### src/rtl/shift_rows_pipe.sv
// shift_rows_pipe: AES/Rijndael ShiftRows / InvShiftRows stage for Nb = 4, 6 or 8 columns, with the mode chosen per beat.
// Latency: 1 cycle. The shifted state is registered into a 2-entry output buffer, so inarray has no combinational path to outarray.
// Backpressure: in_ready drops while both entries are full, and outarray holds steady while out_valid && !out_ready.
// Optional: define SHIFT_ROWS_BLKCNT_EN to add the blk_count popped-beat counter and its blk_count_clr input.
module shift_rows_pipe #(
  parameter int NB = 4,
  parameter int W  = 32 * NB
) (
  input  logic         clk,
  input  logic         rst_n,
  input  logic [W-1:0] inarray,
  input  logic         in_inv,
  input  logic         in_valid,
  output logic         in_ready,
  output logic [W-1:0] outarray,
  output logic         out_valid,
  input  logic         out_ready
`ifdef SHIFT_ROWS_BLKCNT_EN
  ,
  input  logic         blk_count_clr,
  output logic [31:0]  blk_count
`endif
);

  // Rijndael row offsets: 256-bit blocks use 0,1,3,4, and the narrower blocks use 0,1,2,3.
  function automatic int row_shift(input int r);
    if (NB == 8) begin
      case (r)
        0:       return 0;
        1:       return 1;
        2:       return 3;
        default: return 4;
      endcase
    end
    return r;
  endfunction

  if (NB != 4 && NB != 6 && NB != 8) begin : g_bad_nb
    $error("shift_rows_pipe: NB must be 4, 6 or 8 (got %0d)", NB);
  end

  // ------------------------------------------------------------------
  // Combinational byte permutation.
  // Byte s(r,c) lives at bit offset W-1-8*(4c+r), so byte 0 sits in the MSBs.
  // Each output byte is a fixed wire to one input byte, so this logic is only a 2:1 mux per byte.
  // ------------------------------------------------------------------
  logic [W-1:0] fwd_w;
  logic [W-1:0] inv_w;
  logic [W-1:0] shifted_w;

  for (genvar c = 0; c < NB; c++) begin : g_col
    for (genvar r = 0; r < 4; r++) begin : g_row
      localparam int SH = row_shift(r);
      localparam int FS = (c + SH) % NB;
      localparam int IS = (c - SH + NB) % NB;
      assign fwd_w[W-1-8*(4*c+r) -: 8] = inarray[W-1-8*(4*FS+r) -: 8];
      assign inv_w[W-1-8*(4*c+r) -: 8] = inarray[W-1-8*(4*IS+r) -: 8];
    end
  end

  assign shifted_w = in_inv ? inv_w : fwd_w;

  // ------------------------------------------------------------------
  // Two-entry output buffer.
  // Only the shifted state is stored. in_inv is consumed at capture time, so mixed-mode streams need no extra bookkeeping.
  // ------------------------------------------------------------------
  logic [W-1:0] mem_q [2];
  logic         wr_ptr_q, wr_ptr_d;
  logic         rd_ptr_q, rd_ptr_d;
  logic [1:0]   cnt_q, cnt_d;
  logic         push_w;
  logic         pop_w;

  assign in_ready  = (cnt_q != 2'd2);
  assign out_valid = (cnt_q != 2'd0);
  assign outarray  = mem_q[rd_ptr_q];

  assign push_w = in_valid && in_ready;
  assign pop_w  = out_valid && out_ready;

  // Next-state pointers and occupancy. A push and a pop in the same cycle leave the count unchanged.
  always_comb begin
    wr_ptr_d = wr_ptr_q;
    rd_ptr_d = rd_ptr_q;
    cnt_d    = cnt_q;
    if (push_w) begin
      wr_ptr_d = ~wr_ptr_q;
    end
    if (pop_w) begin
      rd_ptr_d = ~rd_ptr_q;
    end
    case ({push_w, pop_w})
      2'b10:   cnt_d = cnt_q + 2'd1;
      2'b01:   cnt_d = cnt_q - 2'd1;
      default: cnt_d = cnt_q;
    endcase
  end

  // Control registers. Reset drops every buffered beat.
  always_ff @(posedge clk or negedge rst_n) begin
    if (!rst_n) begin
      wr_ptr_q <= 1'b0;
      rd_ptr_q <= 1'b0;
      cnt_q    <= 2'd0;
    end else begin
      wr_ptr_q <= wr_ptr_d;
      rd_ptr_q <= rd_ptr_d;
      cnt_q    <= cnt_d;
    end
  end

  // Buffer storage. Entries are cleared on reset so outarray reads zero afterwards.
  always_ff @(posedge clk or negedge rst_n) begin
    if (!rst_n) begin
      mem_q[0] <= '0;
      mem_q[1] <= '0;
    end else if (push_w) begin
      mem_q[wr_ptr_q] <= shifted_w;
    end
  end

`ifdef SHIFT_ROWS_BLKCNT_EN
  // ------------------------------------------------------------------
  // Count of popped beats. Clear takes priority over a same-cycle pop, and the counter wraps naturally at 2^32.
  // ------------------------------------------------------------------
  logic [31:0] blk_count_q, blk_count_d;

  // Next-state value for the popped-beat counter.
  always_comb begin
    blk_count_d = blk_count_q;
    if (blk_count_clr) begin
      blk_count_d = 32'd0;
    end else if (pop_w) begin
      blk_count_d = blk_count_q + 32'd1;
    end
  end

  // Counter register.
  always_ff @(posedge clk or negedge rst_n) begin
    if (!rst_n) begin
      blk_count_q <= 32'd0;
    end else begin
      blk_count_q <= blk_count_d;
    end
  end

  assign blk_count = blk_count_q;
`endif

endmodule
### config.mk
export PLATFORM = sky130hd
export DESIGN_NAME = shift_rows_pipe
export DESIGN_NICKNAME = d
export VERILOG_FILES = /design/src/rtl/shift_rows_pipe.sv
export SDC_FILE = /design/constraint.sdc
export NUM_CORES = 1
export LEC_CHECK = 0
export CORE_MARGIN = 2
export CORE_UTILIZATION = 40
export CTS_CLUSTER_DIAMETER = 120
export DETAILED_ROUTE_END_ITERATION = 12
export PLACE_DENSITY_LB_ADDON = 0.2
export REMOVE_ABC_BUFFERS = 1
export SLEW_MARGIN = 20
export SYNTH_ARGS = -nofsm -noshare
export SYNTH_HDL_FRONTEND = slang
export SYNTH_SLANG_ARGS = --single-unit
export TNS_END_PERCENT = 20
### constraint.sdc
create_clock -name clk -period 2.8 [get_ports clk]
set_input_delay 0.42 -clock clk [delete_from_list [all_inputs] [get_ports clk]]
set_output_delay 0.42 -clock clk [all_outputs]
set_load 0.05 [all_outputs]
==> qor.csv, run 1 <==
metric;value;unit
first_pass_iters;4;
drcViolationCount;0;
critical_path_class;flip-flop to output port;
syn_area_per_cell;17.1;um2
final_nets;1177;
path_clk_slew;0.06;ns
numCtsBuffers;30;
cp_top_family;buffers and inverters;
grtUsageMet3;0.0554;
async_reset_ff_frac;1.00;
h-tree-depth;1;
arrival;2.28;ns
grt-ovfl-total;0;
synth_enable_flop_cells;0;
die-area;34300;um2
syn_inst;770;
critPathBufInv;1;
crit_cells;2;
synth-compound-area-share;0;
synth_top_family_by_area;multiplexers;
final_cell_mix;dfrtp_1 (259), mux2_2 (224), mux2_4 (224), clkdlybuf4s50_1 (144), buf_4 (76);
maxCapViolCount;0;
place_area;15900;um2
setup-violations-final;0;
skew;0.0159;ns
syn2layout_area_growth;29.1;%
required;2.38;ns
start_util;0.405;
start_kind;flip-flop;
core.rowCount;66;
grt_usage;0.162;
drt_iter0_drc;231;
yosys_warnings;0;
met2_usage;0.233;
grt_pass1_wl;44100;um
r2r_slack;0.94;ns
clock.fmax;0.370;GHz
vias_per_cell;4.76;
cp_max_fo;18;
die_x;185;um
synth-xor-area-share;0.00333;
ys_ff_latch;260;
drive_gt1_frac;0.559;
cts_tree;done;
io_pins;263;
core-area;32500;um2
grt_max_degree;65;
drt-total-wl;28100;um
hold_class;primary input to asynchronous set/reset pin;
crit_slowest_cell;clkdlybuf4s50_1;
io_buffers;262;
first_global_vias;7808;
slowest_delay;0.72;ns
period_needed;2.70;ns
clock_sinks;260;
stdcell_area;17000;um2
run_status;complete, no violations;
final_common_cell;dfrtp_1;
grtUsageMet1;0.233;
die_y;185;um
critPathCaptureType;output port;
wl_per_cell;18.6;um
r2r_cells;4;
finalHoldViolations;0;
synth-adder-area-share;0.000952;
synthSimpleGateAreaFrac;0.00438;
synth_ff_type;dfrtp_1;
clockBufferDepth;3;
ant_nets;0;
vias;7172;
synth_mux_area_frac;0.448;
place.gp.congestion;0.728;
slew_viol_final;0;
root_buffer;clkbuf_16;
slew_headroom;0.610;
path_cells;mux2_2, clkdlybuf4s50_1;
clk_latency;0.55;ns
tightestPinTransition;0.585;ns
dp_hpwl;18800;um
yosysSeqAreaShare;0.495;
finalCritPeriodShare;0.966;
antenna_found_initial;1;
synth_cell_types;19;
top_usage_layer;met1;
synth_area;13100;um2
rsz0062_at_grt;false;
-- area by class of cell --
type | instances | area, um2
timing repair buffer | 290 | 2820
clock buffer | 48 | 940
fill | 2747 | 15500
clock inverter | 6 | 134
sequential | 260 | 6510
multi-input combinational | 461 | 6000
antenna | 1 | 2.50
tap | 442 | 553
-- through the flow --
stage / setup WS (ns) / util / instances / setup TNS, ns / hold slack, ns
finish: 0.0966 / 0.523 / 1508 / 0 / 0.440
global route: 0.00500 / 0.523 / 1507 / 0 / 0.486
CTS: 0.000549 / 0.523 / 1507 / 0 / 0.434
detailed placement: 0.416 / 0.491 / 1452 / 0 / 0.427
global placement: 0.441 / 0.491 / 1452 / 0 / 0.424
floorplan: -1.25 / - / 721 / -161.73 / 0.124
-- per-layer routing --
metal | up-vias | share of wire
li1 | 3323 | -
met1 | 3597 | 0.48
met2 | 205 | 0.42
met3 | 45 | 0.085
met4 | 2 | 0.021
met5 | - | 0.00046
-- what timing repair did --
| item | in CTS | in global routing |
|---|---|---|
| hold endpoints to repair | 57 | 0 |
| endpoints found under the setup margin | 49 | 1 |
| pin swaps | 0 | 0 |
| buffers inserted | 0 | 0 |
| resized for setup | 49 | 1 |
| hold buffers | 1 | 0 |
-- cells in the mapped netlist, types with 2 or more instances --
cell	number	area [um2]
clkbuf_1	6	22.5
mux2_4	224	3360
xnor2_1	3	26.3
dfrtp_1	260	6510
xor2_1	2	17.5
buf_2	14	70.1
buf_8	2	30.0
buf_12	24	480
mux2_2	224	2520
buf_6	2	22.5
-- registers in the layout, summed over array words and instances, names as in the netlist --
register / count
cnt_q: 2
rd_ptr_q: 1
wr_ptr_q: 1
mem_q: 256
-- cell families (layout without fill, tap and decap cells) --
| logic type | after synthesis | count (layout) |
|---|---|---|
| mux | 448 | 448 |
| flops | 260 | 260 |
| buf+inv | 49 | 344 |
| simple gates | 7 | 7 |
| xor+xnor | 5 | 5 |
| fa+ha+maj | 1 | 1 |
| other cells | 0 | 1 |
-- worst reg2reg max path: stages, from the launching register on --
cell,delay (ns)
dfrtp_1,0.41
nand2b_4,0.17
and3_4,0.50
buf_12,0.28
mux2_2,0.38
-- final timing paths --
| kind | from | to |
|---|---|---|
| setup / recovery | rd_ptr_q | outarray[100] |
| hold / removal | rst_n | mem_q[121] |
| setup reg to reg | cnt_q[0] | mem_q[113] |
| hold reg to reg | mem_q[223] | mem_q[223] |
| max in group asynchronous | rst_n | mem_q[187] |
| min in group clk | mem_q[223] | mem_q[223] |
Power of run 1 is left out: the tool's default activity adds up to more than one toggle a clock period on the data nets, which glitch-free logic cannot reach.
==> run 2: changes to the inputs <==
--- a/config.mk
+++ b/config.mk
@@ -5,7 +5,6 @@
 export SDC_FILE = /design/constraint.sdc
 export NUM_CORES = 1
 export LEC_CHECK = 0
-export CORE_MARGIN = 2
 export CORE_UTILIZATION = 40
 export CTS_CLUSTER_DIAMETER = 120
 export DETAILED_ROUTE_END_ITERATION = 12
==> run 2 against run 1 <==
  * Sequential share of layout area rose by 0.18 points
  * Non-clock buffer count rose by 4
  * Register-to-register slack barely moved
  * Die area fell by 2.1%
  * Critical path depth rose by 1
  * Fmax fell by 0.52%
  * Final cell count fell by 0.40%
  * Worst hold slack improved by 0.029 ns
  * Global-route usage rose by 0.29 points
  * Critical path type unchanged
  * Worst setup slack got worse by 0.014 ns
  * Core utilization rose by 0.56 points
  * First-iteration DRC count rose by 6.5%
==> qor.csv, run 2 (same netlist as run 1, synthesis figures left out) <==
metric;value;unit;change
run_status;complete, no violations;;
die_x;183;um;-1.1%
grt_pass1_wl;44300;um;+0.49%
finalHoldViolations;0;;unchanged
arrival;2.30;ns;+0.02 ns
numCtsBuffers;30;;unchanged
place.gp.congestion;0.733;;+0.62%
place_area;15900;um2;-0.12%
drive_gt1_frac;0.558;;-0.00105
layout.area.seq;6510;um2;unchanged
syn2layout_area_growth;28.5;%;
core.rowCount;65;;-1.5%
reg_top3;mem_q (256), cnt_q (2);;
grt-ovfl-total;0;;unchanged
dp_hpwl;18800;um;-0.10%
cts_tree;done;;
setup-violations-final;0;;unchanged
h-tree-depth;1;;unchanged
finalWorstSetupSlack;0.0825;ns;-0.0140 ns
rsz0062_at_grt;false;;
final_common_cell;dfrtp_1;;
diodes;0;;-1
required;2.38;ns;about the same
wl_per_cell;18.3;um;-1.7%
start_kind;flip-flop;;
post_cts_buffers;0;;unchanged
multi_input_area;6000;um2;unchanged
fillers;2718;;-1.1%
vias;7163;;-0.13%
stdcell_area;16900;um2;-0.46%
finalCritPeriodShare;0.971;;+0.00501
start_util;0.411;;+0.00623
fin_util;0.528;;+0.00557
largest_reg_flops;256;;unchanged
slew_headroom;0.574;;-0.0360
final_nets;1181;;+0.34%
first_pass_iters;4;;unchanged
cp_max_fo;10;;-8
antenna_found_initial;0;;-1
final_cell_mix;dfrtp_1 (259), mux2_2 (224), mux2_4 (224), clkdlybuf4s50_1 (139), buf_4 (84);;
io_buffers;262;;unchanged
hold_class;primary input to asynchronous set/reset pin;;
clockBufferDepth;3;;unchanged
stdcell_count;1502;;-0.40%
root_buffer;clkbuf_16;;
regMostFlops;mem_q;;
clk_latency;0.54;ns;about the same
clock_sinks;260;;unchanged
die_y;183;um;-1.1%
ant_nets;0;;unchanged
core-area;32000;um2;-1.5%
io_pins;263;;unchanged
period_needed;2.72;ns;+0.0140 ns
path_clk_slew;0.06;ns;about the same
skew;0.00876;ns;-0.00715 ns
maxCapViolCount;0;;unchanged
clock.fmax;0.368;GHz;-0.52%
place_inst;1449;;-0.21%
slew_viol_final;0;;unchanged
die-area;33600;um2;-2.1%
critical_path_class;flip-flop to output port;;
r2r_cells;4;;unchanged
critPathCaptureType;output port;;
tightestPinTransition;0.639;ns;+0.0549 ns
first_global_vias;7944;;+1.7%
drcViolationCount;0;;unchanged
r2r_slack;0.93;ns;about the same
vias_per_cell;4.77;;+0.27%
drt-total-wl;27500;um;-2.1%
grt_usage;0.164;;+0.00292
drt_iter0_drc;246;;+6.5%
grt_max_degree;82;;+26%
dp_slack;0.556;ns;+0.141 ns
[run 2: cell types whose count changed in the layout (fill, tap and decap cells not counted), moves of 3 or more]
cell,previous run,this run
buf_12,17,14
buf_4,76,84
bufinv_16,4,0
clkbuf_1,7,10
clkbuf_8,10,5
clkdlybuf4s50_1,144,139
clkinv_2,1,6
dlygate4sd2_1,49,24
dlymetal6s2s_1,1,30
[run 2: area by class of cell]
class,count,area share
tap,435,0.0322
timing repair buffer,294,0.173
multi-input combinational,461,0.355
sequential,260,0.386
clock inverter,6,0.00178
clock buffer,46,0.0522
[run 2: per-stage QoR]
stage               hold WS [ns]  setup TNS (ns)
floorplan                  0.124         -161.73
global placement           0.460               0
detailed placement         0.458               0
CTS                        0.470               0
global route               0.503               0
finish                     0.469               0
[run 2: timing repair]
action                                  4_1_cts  5_1_grt
endpoints found under the hold margin        74        0
hold buffers                                  1        0
pin swaps                                     0        0
endpoints found under the setup margin       24       30
gates resized for setup                      24       30
[run 2: path summary, 6_finish.rpt]
check,from,to
min reg2reg,wr_ptr_q,wr_ptr_q
min in group clk,wr_ptr_q,wr_ptr_q
max,rd_ptr_q,outarray[3]
min,rst_n,mem_q[123]
max reg2reg,cnt_q[0],mem_q[1]
max in group asynchronous,rst_n,mem_q[203]
[run 2: per-layer routing]
| metal | routed length (um) | vias to the layer above | global-route usage |
|---|---|---|---|
| met5 | 0 | - | 0 |
| met4 | 523 | 0 | 0.0333 |
| met3 | 2220 | 38 | 0.0558 |
| met2 | 11800 | 203 | 0.248 |
| met1 | 12900 | 3587 | 0.229 |
| li1 | - | 3335 | - |
[run 2: critical path: stages (launching register included)]
cell	delay, ns
dfrtp_4	0.53
buf_4	0.21
mux2_2	0.23
clkdlybuf4s50_1	0.79
Power of run 2 is left out for the same reason.
